`src/rtl/keypad_scanner.sv`:
```
// 4x4 matrix keypad scanner with 2-flop row synchroniser and press/release debounce.
// Optional auto-repeat while a key is held: define KEYPAD_AUTOREPEAT_EN.
module keypad_scanner #(
    parameter int unsigned SCAN_DIV     = 16,
    parameter int unsigned DEBOUNCE_CNT = 1000,
    parameter int unsigned REPEAT_DLY   = 50000,
    parameter int unsigned REPEAT_PER   = 10000
) (
    input  logic       clk,
    input  logic       rst,
    input  logic [3:0] row_in,
    output logic [3:0] col_out,
    output logic [3:0] key_code,
    output logic       key_valid,
    output logic       key_held
);

    localparam logic [1:0] StScan     = 2'd0;
    localparam logic [1:0] StDebounce = 2'd1;
    localparam logic [1:0] StHeld     = 2'd2;
    localparam logic [1:0] StRelease  = 2'd3;

    localparam int unsigned WaitW = $clog2(SCAN_DIV);
    localparam int unsigned DebW  = $clog2(DEBOUNCE_CNT);

    logic [3:0]       row_meta_q, row_sync_q;
    logic [1:0]       state_q, state_d;
    logic [1:0]       col_q, col_d;
    logic [WaitW-1:0] wait_q, wait_d;
    logic [DebW-1:0]  deb_q, deb_d;
    logic [3:0]       pat_q, pat_d;
    logic [3:0]       key_code_q, key_code_d;
    logic             key_valid_q, key_valid_d;
    logic             key_held_q, key_held_d;
    logic [1:0]       row_idx;
    logic [3:0]       enc_code;
    logic             rows_idle;

`ifdef KEYPAD_AUTOREPEAT_EN
    localparam int unsigned RepMax = (REPEAT_DLY > REPEAT_PER) ? REPEAT_DLY : REPEAT_PER;
    localparam int unsigned RepW   = $clog2(RepMax);
    logic [RepW-1:0] rep_q, rep_d;
    logic            rep_first_q, rep_first_d;
`endif

    assign rows_idle = &row_sync_q;

    // Lowest-index low row wins when several rows are pressed on one column.
    always_comb begin
        if (!pat_q[0])      row_idx = 2'd0;
        else if (!pat_q[1]) row_idx = 2'd1;
        else if (!pat_q[2]) row_idx = 2'd2;
        else                row_idx = 2'd3;
    end

    always_comb begin
        unique case ({row_idx, col_q})
            4'b00_00: enc_code = 4'b0001;
            4'b00_01: enc_code = 4'b0010;
            4'b00_10: enc_code = 4'b0011;
            4'b00_11: enc_code = 4'b1010;
            4'b01_00: enc_code = 4'b0100;
            4'b01_01: enc_code = 4'b0101;
            4'b01_10: enc_code = 4'b0110;
            4'b01_11: enc_code = 4'b1011;
            4'b10_00: enc_code = 4'b0111;
            4'b10_01: enc_code = 4'b1000;
            4'b10_10: enc_code = 4'b1001;
            4'b10_11: enc_code = 4'b1100;
            4'b11_00: enc_code = 4'b1110;
            4'b11_01: enc_code = 4'b0000;
            4'b11_10: enc_code = 4'b1111;
            default:  enc_code = 4'b1101;
        endcase
    end

    always_comb begin
        state_d     = state_q;
        col_d       = col_q;
        wait_d      = wait_q;
        deb_d       = deb_q;
        pat_d       = pat_q;
        key_code_d  = key_code_q;
        key_valid_d = 1'b0;
        key_held_d  = key_held_q;
`ifdef KEYPAD_AUTOREPEAT_EN
        rep_d       = rep_q;
        rep_first_d = rep_first_q;
`endif
        case (state_q)
            StScan: begin
                if (wait_q == WaitW'(SCAN_DIV - 1)) begin
                    wait_d = '0;
                    if (rows_idle) begin
                        col_d = col_q + 2'd1;
                    end else begin
                        pat_d   = row_sync_q;
                        deb_d   = '0;
                        state_d = StDebounce;
                    end
                end else begin
                    wait_d = wait_q + 1'b1;
                end
            end
            StDebounce: begin
                if (row_sync_q != pat_q) begin
                    state_d = StScan;
                    wait_d  = '0;
                end else if (deb_q == DebW'(DEBOUNCE_CNT - 1)) begin
                    state_d     = StHeld;
                    key_code_d  = enc_code;
                    key_valid_d = 1'b1;
                    key_held_d  = 1'b1;
`ifdef KEYPAD_AUTOREPEAT_EN
                    rep_d       = '0;
                    rep_first_d = 1'b0;
`endif
                end else begin
                    deb_d = deb_q + 1'b1;
                end
            end
            StHeld: begin
                if (rows_idle) begin
                    state_d = StRelease;
                    deb_d   = '0;
`ifdef KEYPAD_AUTOREPEAT_EN
                    rep_d   = '0;
`endif
                end else begin
`ifdef KEYPAD_AUTOREPEAT_EN
                    if ((!rep_first_q && rep_q == RepW'(REPEAT_DLY - 1)) ||
                        (rep_first_q && rep_q == RepW'(REPEAT_PER - 1))) begin
                        key_valid_d = 1'b1;
                        rep_d       = '0;
                        rep_first_d = 1'b1;
                    end else begin
                        rep_d = rep_q + 1'b1;
                    end
`endif
                end
            end
            StRelease: begin
                if (!rows_idle) begin
                    state_d = StHeld;
`ifdef KEYPAD_AUTOREPEAT_EN
                    rep_d       = '0;
                    rep_first_d = 1'b0;
`endif
                end else if (deb_q == DebW'(DEBOUNCE_CNT - 1)) begin
                    state_d    = StScan;
                    col_d      = col_q + 2'd1;
                    wait_d     = '0;
                    key_held_d = 1'b0;
                end else begin
                    deb_d = deb_q + 1'b1;
                end
            end
            default: state_d = StScan;
        endcase
    end

    always_ff @(posedge clk or posedge rst) begin
        if (rst) begin
            row_meta_q  <= 4'b1111;
            row_sync_q  <= 4'b1111;
            state_q     <= StScan;
            col_q       <= 2'd0;
            wait_q      <= '0;
            deb_q       <= '0;
            pat_q       <= 4'b1111;
            key_code_q  <= 4'b0000;
            key_valid_q <= 1'b0;
            key_held_q  <= 1'b0;
        end else begin
            row_meta_q  <= row_in;
            row_sync_q  <= row_meta_q;
            state_q     <= state_d;
            col_q       <= col_d;
            wait_q      <= wait_d;
            deb_q       <= deb_d;
            pat_q       <= pat_d;
            key_code_q  <= key_code_d;
            key_valid_q <= key_valid_d;
            key_held_q  <= key_held_d;
        end
    end

`ifdef KEYPAD_AUTOREPEAT_EN
    always_ff @(posedge clk or posedge rst) begin
        if (rst) begin
            rep_q       <= '0;
            rep_first_q <= 1'b0;
        end else begin
            rep_q       <= rep_d;
            rep_first_q <= rep_first_d;
        end
    end
`endif

    assign col_out   = ~(4'b0001 << col_q);
    assign key_code  = key_code_q;
    assign key_valid = key_valid_q;
    assign key_held  = key_held_q;

endmodule

```
`config.mk`:
```
export PLATFORM = sky130hd
export DESIGN_NAME = keypad_scanner
export DESIGN_NICKNAME = d
export VERILOG_FILES = /design/src/rtl/keypad_scanner.sv
export SDC_FILE = /design/constraint.sdc
export NUM_CORES = 1
export LEC_CHECK = 0
export CORE_MARGIN = 2
export CORE_UTILIZATION = 54
export CTS_CLUSTER_SIZE = 8
export DETAILED_ROUTE_END_ITERATION = 8
export GPL_ROUTABILITY_DRIVEN = 0
export PLACE_DENSITY = 0.75
export SYNTH_ARGS = -nofsm -noshare
export SYNTH_HDL_FRONTEND = slang
export SYNTH_SLANG_ARGS = --single-unit
```
`constraint.sdc`:
```
create_clock -name clk -period 2.2 [get_ports clk]
set_input_delay 0.33 -clock clk [delete_from_list [all_inputs] [get_ports clk]]
set_output_delay 0.33 -clock clk [all_outputs]
set_load 0.01 [all_outputs]
```
== Yosys cells after proc, flatten, opt, wreduce, memory -nomap -nowiden ==
Memories as Yosys holds them, arrays and structs flattened. A register that Yosys moved wholly into a read port is not among the register bits.
Index checks and enable logic that the tools add are counted.

* Register bits: 32
* Bits in read-only memories: 64
* Input bits: 6
* Output and inout port bits: 10
* Logic and storage cells: 82
* Memories kept: 1

{| class="wikitable"
|+ Memory list
! name !! depth !! width !! rd ports !! clocked after Yosys merged registers in !! wr ports !! line !! RTL
|-
| (name not given) || 16 || 4 || 1 || 1 || 0 || 57 || <nowiki>unique case ({row_idx, col_q})</nowiki>
|}

* $add $sub $neg: 3
* Equality and inequality tests: 17
* Shift operators: 1
* Mux-type cells: 36
* Bitwise operators: 3
* Reductions and logical operators: 12

{| class="wikitable"
|+ Operator list
! cell !! number
|-
| 10-bit 2-to-1 mux || 6
|-
| 10-bit one-hot mux with 4 select lines || 1
|-
| 2-bit 2-to-1 mux || 13
|-
| 5-bit AND reduction || 4
|-
| 2-bit != test (second input constant) || 9
|-
| 4-bit 2-to-1 mux || 4
|-
| 4-bit one-hot mux with 3 select lines || 1
|-
| 10-bit by 1-bit adder with 10-bit output (second input constant) || 1
|-
| 10-bit equality test (second input constant) || 1
|-
| 1-bit 2-to-1 mux || 8
|-
| 2-bit one-hot mux with 4 select lines || 1
|-
| 4-bit AND reduction || 2
|-
| 3-bit != test (second input constant) || 2
|-
| 3-bit AND reduction || 2
|-
| 4-bit by 1-bit adder with 4-bit output (second input constant) || 1
|-
| 2-bit equality test (second input constant) || 2
|-
| 4-bit equality test (second input constant) || 1
|-
| 4-bit != test || 1
|-
| 4-bit NOT || 1
|-
| 2-bit one-hot mux with 2 select lines || 1
|-
| 2-bit nonzero test || 2
|-
| 1-bit by 2-bit << shifter with 4-bit output (first input constant) || 1
|-
| 3-bit nonzero test || 1
|-
| 2-bit by 1-bit adder with 2-bit output (second input constant) || 1
|-
| 4 further kinds || 5
|}

== Longest topological paths before layout ==
* Word-level depth: 4
* Mapped depth: 8
* Mapped depth without buffers: 7

== Worst setup path before layout ==
Ideal clock, no wire load.

* Kind: reg2reg
* Start point: register state_q[1]
* End point: register deb_q[0]
* Library setup time: 0.128 ns
* Arrival time: 1.901 ns
* Data required time: 2.072 ns
* Slack: 0.171 ns
* Stages on the path, launching flop included: 8
* Path buffers: 1
* Clock period less this slack: 2.029 ns
* Cell sequence: dfrtp_1 inv_1 ha_1 inv_1 a2111o_1 nand4_1 buf_2 mux2_1

* Word-level cells in the longest chain between the ends: 3
* Elaborated cells on any way between the ends: 11
* Classes of those cells: eq/ne: 8; mux: 1; reduce/logical: 2

{| class="wikitable"
|+ RTL lines
! item !! line !! RTL
|-
| from (decl) || 27 || <nowiki>logic [1:0] state_q, state_d;</nowiki>
|-
| from (signal assigned) || 166 || <nowiki>state_q <= StScan;</nowiki>
|-
| from (signal assigned) || 177 || <nowiki>state_q <= state_d;</nowiki>
|-
| 2-bit equality test, or another cell as far along || 90 || <nowiki>case (state_q)</nowiki>
|-
| 2-bit != test (no line) || - ||
|-
| 5-bit AND reduction (no line) || - ||
|-
| to (signal assigned) || 169 || <nowiki>deb_q <= '0;</nowiki>
|-
| to (signal assigned) || 180 || <nowiki>deb_q <= deb_d;</nowiki>
|-
| to (decl) || 30 || <nowiki>logic [DebW-1:0] deb_q, deb_d;</nowiki>
|}

Several ways; a longest one is shown, not always the timed one.
A chain may end at the register's enable or synchronous reset.

== Worst setup path in the final report ==
* Start point: register pat_q[1]
* End point: register deb_q[5]

* Word-level cells in the longest chain between the ends: 3

{| class="wikitable"
|+ RTL lines
! item !! line !! RTL
|-
| from (decl) || 31 || <nowiki>logic [3:0] pat_q, pat_d;</nowiki>
|-
| from (signal assigned) || 181 || <nowiki>pat_q <= pat_d;</nowiki>
|-
| 4-bit != test || 106 || <nowiki>if (row_sync_q != pat_q) begin</nowiki>
|-
| 2-bit != test (no line) || - ||
|-
| 5-bit AND reduction (no line) || - ||
|}

No other way between the ends.

==> out/metrics.yaml <==
critical_path:
  critPathTopFamily: "compound AO/OA/AOI/OAI gates"
  worstPathArrival_ns: 2.27
  worstPathRequired_ns: 2.39
  critical_path_class: "register to register"
  path_cells: "xor2_1 -> o41ai_4 -> nand4_1 -> or2_1 -> buf_4 -> o41ai_2"
  reg2regPathDepth: 6
  timing.rr.start: "pat_q[1]"
  cp_slowest_cell: "dfstp_2"
  cp_num_buf_inv: 1
  crit_path_start_kind: "register"
  critPathLaunch: "pat_q[1]"
  cpPeakStageDelay_ns: 0.60
  path_depth: 6
  endpoint_kind: "register"
  path_max_fanout: 7
synthesis:
  mappedNetlistArea_mm2: 0.00206
  synth_edf_count: 0
  synth-seq-cells: 36
  synthCells: 201
  yosys_warnings: 0
  yosysSeqAreaShare_pct: 44.5
  yosysUniqueCellTypes: 46
  synth_area_per_cell_um2: 10.2
  yosysTopAreaCell: "dfrtp_1"
  synth_nets: 220
  synthArstFlopShare_pct: 100
  yosys-top-cells-area: "dfrtp_1 (29%), dfstp_2 (15%), ha_1 (7.9%)"
  synth_top_flop_cell: "dfrtp_1"
  synth_top_area_share_pct: 29.2
grt:
  antenna_found_initial: 0
  grt.total_usage_pct: 21.4
  grt_pass1_wl_um: 7020
  overflow: 0
  grt_max_degree: 37
  grt_pass1_vias: 1530
place:
  dp_hpwl_um: 3090
  place_ws_ns: 0.0848
  placed_cells: 268
  io_buffer_count: 15
clock_network:
  cts_root_buffer: "clkbuf_8"
  ctsLongestPathBuffers: 2
  numCtsBuffers: 5
  clk_latency_ns: 0.29
  hold_buffers: 0
  cts_tree: "built"
  clock_sinks: 36
  clk_pin_slew_ns: 0.08
  h-tree-depth: 2
sta:
  fmax_ghz: 0.479
  setup_viol: 0
  min_period_ns: 2.09
  slew_viol_final: 0
  post-route-period-util_pct: 94.8
  fin_ws_ns: 0.114
  worst_clock_skew_ns: 0.00712
  hold_viol_final: 0
  relSlewSlack_pct: 65.2
  worst_slew_pin_slew_ns: 0.518
die:
  die-width_um: 65.8
  placementRows: 22
  start_util_pct: 56.3
  die-area_mm2: 0.00432
  ios: 16
  core_area_mm2: 0.00366
  dieHeight_um: 65.8
routing:
  drt_iter0_markers: 132
  wire_per_inst_um: 14.9
  ant_nets: 0
  drt_pass1_iterations: 5
  drt-total-wl_um: 4150
  drc_errors: 0
  route.vias.total: 1609
  vias_per_cell: 5.79
pwr:
  combinationalPowerShare_pct: 39.1
  pwr-share-seq_pct: 33.1
  cell_internal_pwr_mw: 1.66
  power.leakage_nw: 1.07
  power_density_mw_per_mm2: 1050
  swShare_pct: 36.0
  ir_drop_mv: 0.739
  power.switching_uw: 932
  p_clk_share_pct: 27.8
worst_hold_path:
  whs_path_depth: 0
  hold_class: "register to register"
  min_from: "row_meta_q[1]"
final_layout:
  diodes: 0
  instances_no_fill: 278
  drive_above_1_share_pct: 23.0
  nNetsFinal: 248
  syn_to_final_growth_pct: 20.3
run_status:
  status: "finished clean"
job:
  drv_cap: 0
## stage by stage
step	total power [mW]	util, %	instance area (um2)	TNS, ns	hold slack, ns
after floorplan	1.53	-	2060	0	0.334
after global placement	1.80	63.2	2310	0	0.346
after detailed placement	1.86	63.2	2310	0	0.347
after CTS	2.58	67.3	2460	0	0.358
after global routing	2.76	67.7	2480	-0.000487	0.360
final	2.59	67.7	2480	0	0.356
## power by group through the flow
stage / registers (mW) / clock network, mW / logic (mW)
finish: 0.858 / 0.719 / 1.01
global route: 0.872 / 0.757 / 1.13
CTS: 0.854 / 0.725 / 0.998
detailed placement: 0.866 / 0 / 0.992
global placement: 0.855 / 0 / 0.945
floorplan: 0.838 / 0 / 0.696
## worst register-to-register path: cells and delay by family, from the launching register on
family | cells | cell delay (ns)
flip-flops | 1 | 0.60
AND/OR/NAND/NOR | 2 | 0.43
buffers and inverters | 1 | 0.17
AO/OA/AOI/OAI | 2 | 0.64
XOR/XNOR | 1 | 0.13
## final timing paths
check	end	slack (ns)
min in group asynchronous	wait_q[1]	0.47
hold / removal	row_sync_q[1]	0.36
setup reg to reg	deb_q[5]	0.11
max in group asynchronous	row_meta_q[2]	1.39
hold reg to reg	row_sync_q[1]	0.36
setup / recovery	deb_q[5]	0.11
## per-layer routing
layer  vias up  share of wire, %  global-route usage (%)
li1        767                 -                       -
met5         -                 0                       0
met2        33                51                    36.1
met4         0               1.5                    8.07
met1       801                45                    26.4
met3         8               3.4                    5.14
## cell usage after synthesis, types with 2 or more instances
| library cell | instances |
|---|---|
| a21oi_1 | 8 |
| buf_2 | 4 |
| clkbuf_1 | 2 |
| dfrtp_1 | 24 |
| dfstp_2 | 12 |
| ha_1 | 13 |
| inv_1 | 15 |
| mux2_1 | 2 |
| mux2_2 | 6 |
| mux2_4 | 3 |
| mux2i_1 | 3 |
| nand2_1 | 19 |
| nand2b_1 | 3 |
| nand3_1 | 7 |
| nand3b_1 | 2 |
| nand4_1 | 3 |
| nor2_1 | 10 |
| nor3_1 | 4 |
| o211ai_1 | 3 |
| o21ai_0 | 9 |
| o21ai_1 | 16 |
| o31ai_2 | 3 |
| o41ai_1 | 2 |
| o41ai_2 | 2 |
| or2_0 | 2 |
| xor2_1 | 4 |
## flip-flops by register name, summed over array words and instances, names as in the netlist
register / count
col_q: 2
deb_q: 10
key_code: 4
key_held: 1
key_valid: 1
pat_q: 4
row_meta_q: 4
row_sync_q: 4
state_q: 2
wait_q: 4
## kinds of logic after synthesis
group,after synthesis,share of synthesized area [%]
buffers and inverters,22,4.62
DFF,36,44.5
adders and majority gates,13,7.90
AOI/OAI and AO/OA,51,17.9
and+or+nand+nor,60,15.0
muxes,14,8.02
xor gates and xnor gates,5,2.13
## cells in the final DEF (no fill, tap or decap), drive strengths merged, types with 2 or more instances in the layout
| cell | count |
|---|---|
| nand2b | 3 |
| o41ai | 5 |
| nand2 | 20 |
| nand4 | 3 |
| nor3 | 4 |
| xor2 | 4 |
| buf | 13 |
| ha | 13 |
| dfstp | 12 |
| nand3b | 2 |
| or2 | 3 |
| dfrtp | 24 |
| mux2 | 11 |
| o31ai | 3 |
| clkdlybuf4s50 | 15 |
| inv | 15 |
| o211ai | 3 |
| clkbuf | 7 |
| o21ai | 25 |
| nand3 | 7 |
| a21oi | 8 |
| nor2 | 11 |
| mux2i | 3 |
## repair_timing
action / in CTS / in global routing
gates resized for setup: 0 / 1
buffers inserted: 0 / 2
endpoints found under the setup margin: 0 / 3
## layout make-up
cell class                      count  area [um2]
Multi-Input combinational cell    143        1050
Tap cell                           48        60.1
Inverter                           15        56.3
Fill cell                         273        1180
Timing Repair Buffer               28         248
Sequential cell                    36         916
Clock buffer                        7         119
Clock inverter                      1        30.0
No activity file was read; power rests on OpenSTA's default activity.
==> variant: new RTL, config.mk and constraints unchanged <==
Build with the macro `KEYPAD_AUTOREPEAT_EN` defined.
--- a/src/rtl/keypad_scanner.sv
+++ b/src/rtl/keypad_scanner.sv
@@ -1,4 +1,6 @@
 // 4x4 matrix keypad scanner with 2-flop row synchroniser and press/release debounce.
 // Optional auto-repeat while a key is held: define KEYPAD_AUTOREPEAT_EN.
+`define KEYPAD_AUTOREPEAT_EN
+
 module keypad_scanner #(
     parameter int unsigned SCAN_DIV     = 16,
Behaviour: same outputs for any inputs over 10 cycles, from zero or initial values and one cycle with rst high; that may be too few to reach the edited logic, so the function may still have changed.
==> variant against the original RTL <==
  * The flow now finishes with violations (negative setup slack)
  * Wire length up 70%
  * Power is 34% higher
  * Final area increased by 50%
  * Sequential cell count rose by 17
  * Setup slack got worse by 0.12 ns
  * Non-clock buffer count is 23 higher
  * Synthesized cell count up 62%
  * Cell count up 58%
  * Synthesized area up 48%
  * Largest cell class unchanged
  * Highest routed layer unchanged
==> variant: results (changes against the original RTL) <==
status: finished, violations left
failing checks: negative setup slack
final net count: 386 (+56%)
biggest regs: rep_q: 16 flops, deb_q: 10 flops
Post-Place Cell Area: 3463 um^2 (+50%)
Setup WS post-layout: -0.002027 ns (-0.1158 ns)
DR vias/cell: 6.114 (+5.6%)
post-DP HPWL: 4.942 mm (+60%)
switching share of power: 40.70% (+4.7 points)
first-pass GRT wire length: 11.23 mm (+60%)
vias in the first global route: 2477 (+62%)
LEAKAGE: 1.523 nW (+42%)
syn nets: 345 (+57%)
Max FO, Critical Path: 4 (-3)
CP required: 2.40 ns
worst hold path class: in -> async
CTS clk-pin slew, worst paths: 0.10 ns (+0.02 ns)
final cell count without fillers: 439 (+58%)
async set or reset register ratio after synthesis: 100.0% (unchanged)
final setup fails: 1 (+1)
Critical Path Max Stage Delay: 0.41 ns (-0.19 ns)
peak supply drop: 0.6499 mV (-12%)
largest net degree at the start of global routing: 22 (-41%)
cell count of the worst reg-to-reg path: 8 (+2)
Worst Skew: 0.006684 ns (-0.0004378 ns)
hold slack: 0.3435 ns (-0.01250 ns)
share of layout cells above drive strength 1: 23.43% (+0.39 points)
Commonest cells post-synth: dfrtp_1 (41), nand2_1 (30), o21ai_0 (30)
Mapped Cells: 325 (+62%)
Initial DRC Count: 117 (-11%)
sequential share of the synthesized area: 43.93% (-0.54 points)
placed cells: 424 (+58%)
CTS root buf: clkbuf_8
Max-Slew Margin vs Limit: 70.37% (+5.2 points)
dpl ws: -0.04922 ns (-0.1341 ns)
hold_buf cts: 0 (unchanged)
reg-to-reg endpoint: wait_q[2]
Routed WL per cell: 16.04 um (+7.5%)
GRT Total Usage: 22.44% (+1.0 points)
Ys Warns: 0 (unchanged)
Worst path slowest cell: or3b_4
Synth cell types: 57 (+24%)
grt total ovfl: 0 (unchanged)
# H-tree levels: 2 (unchanged)
main area contributors after synthesis: dfrtp_1 (34%), dfstp_2 (10%), ha_1 (5.7%)
Worst-Skew Late Latency: 0.31 ns (+0.02 ns)
Pre-antenna DRT Iters: 5 (unchanged)
FF-to-FF Start: deb_q[0]
[variant: cells by family after synthesis]
kind of cell / after synthesis / synth area share, %
AO/OA/AOI/OAI: 94 / 20.70
AND/OR/NAND/NOR: 118 / 20.90
multiplexers: 8 / 2.828
XOR/XNOR: 5 / 1.434
adder cells (fa/ha/maj): 14 / 5.738
buffers and inverters: 33 / 4.467
flip-flops: 53 / 43.93
[variant: layout make-up]
type / count / area (um^2)
well taps: 72 / 90.09
repair buffers: 51 / 466.7
clock buffers: 5 / 68.82
fillers: 431 / 1749
multi-input cells: 239 / 1672
inverters: 16 / 60.06
flip-flops and latches: 53 / 1343
clock inverters: 3 / 23.77
[variant: worst max path at each step]
stage	start	to	depth (start not counted)
floorplan	deb_q[0]	wait_q[0]	5
global placement	deb_q[0]	wait_q[0]	6
detailed placement	deb_q[0]	wait_q[0]	6
CTS	deb_q[0]	wait_q[2]	8
global route	deb_q[0]	wait_q[2]	8
finish	deb_q[0]	wait_q[2]	8
[variant: metal layers]
metal	share of wire [%]	global-route usage [%]	up-vias
met4	1.4	7.931	0
met2	48	37.03	82
met3	4.3	3.523	9
met1	46	30.07	1312
li1	-	-	1281
met5	0	0	-
[variant: power groups by stage]
| stage | Combinational [mW] | Clock, mW | Sequential [mW] |
|---|---|---|---|
| floorplan | 0.949 | 0 | 1.19 |
| CTS | 1.53 | 0.587 | 1.19 |
| detailed placement | 1.50 | 0 | 1.21 |
| finish | 1.70 | 0.571 | 1.19 |
| global route | 1.85 | 0.619 | 1.21 |
| global placement | 1.45 | 0 | 1.20 |
[variant: critical path: cells and delay by family (launching register included)]
family / cells / cell delay (ns)
muxes: 1 / 0.06
adders and majority gates: 1 / 0.19
buffers and inverters: 2 / 0.30
and+or+nand+nor: 1 / 0.41
AOI/OAI and AO/OA: 3 / 0.75
DFF: 1 / 0.37
[variant: timing repair]
item / in CTS / in global routing
gates resized for setup: 3 / 20
endpoints found under the setup margin: 21 / 28
cloned: 0 / 1
buffers inserted: 1 / 5
pin swaps: 1 / 10
[variant: per-stage QoR]
stage                     total power, mW    TNS, ns
after CTS                           3.307   -0.01222
after global routing                3.679    -0.2154
final                               3.469  -0.002027
after global placement              2.653          0
after detailed placement            2.707    -0.1069
after floorplan                     2.134          0
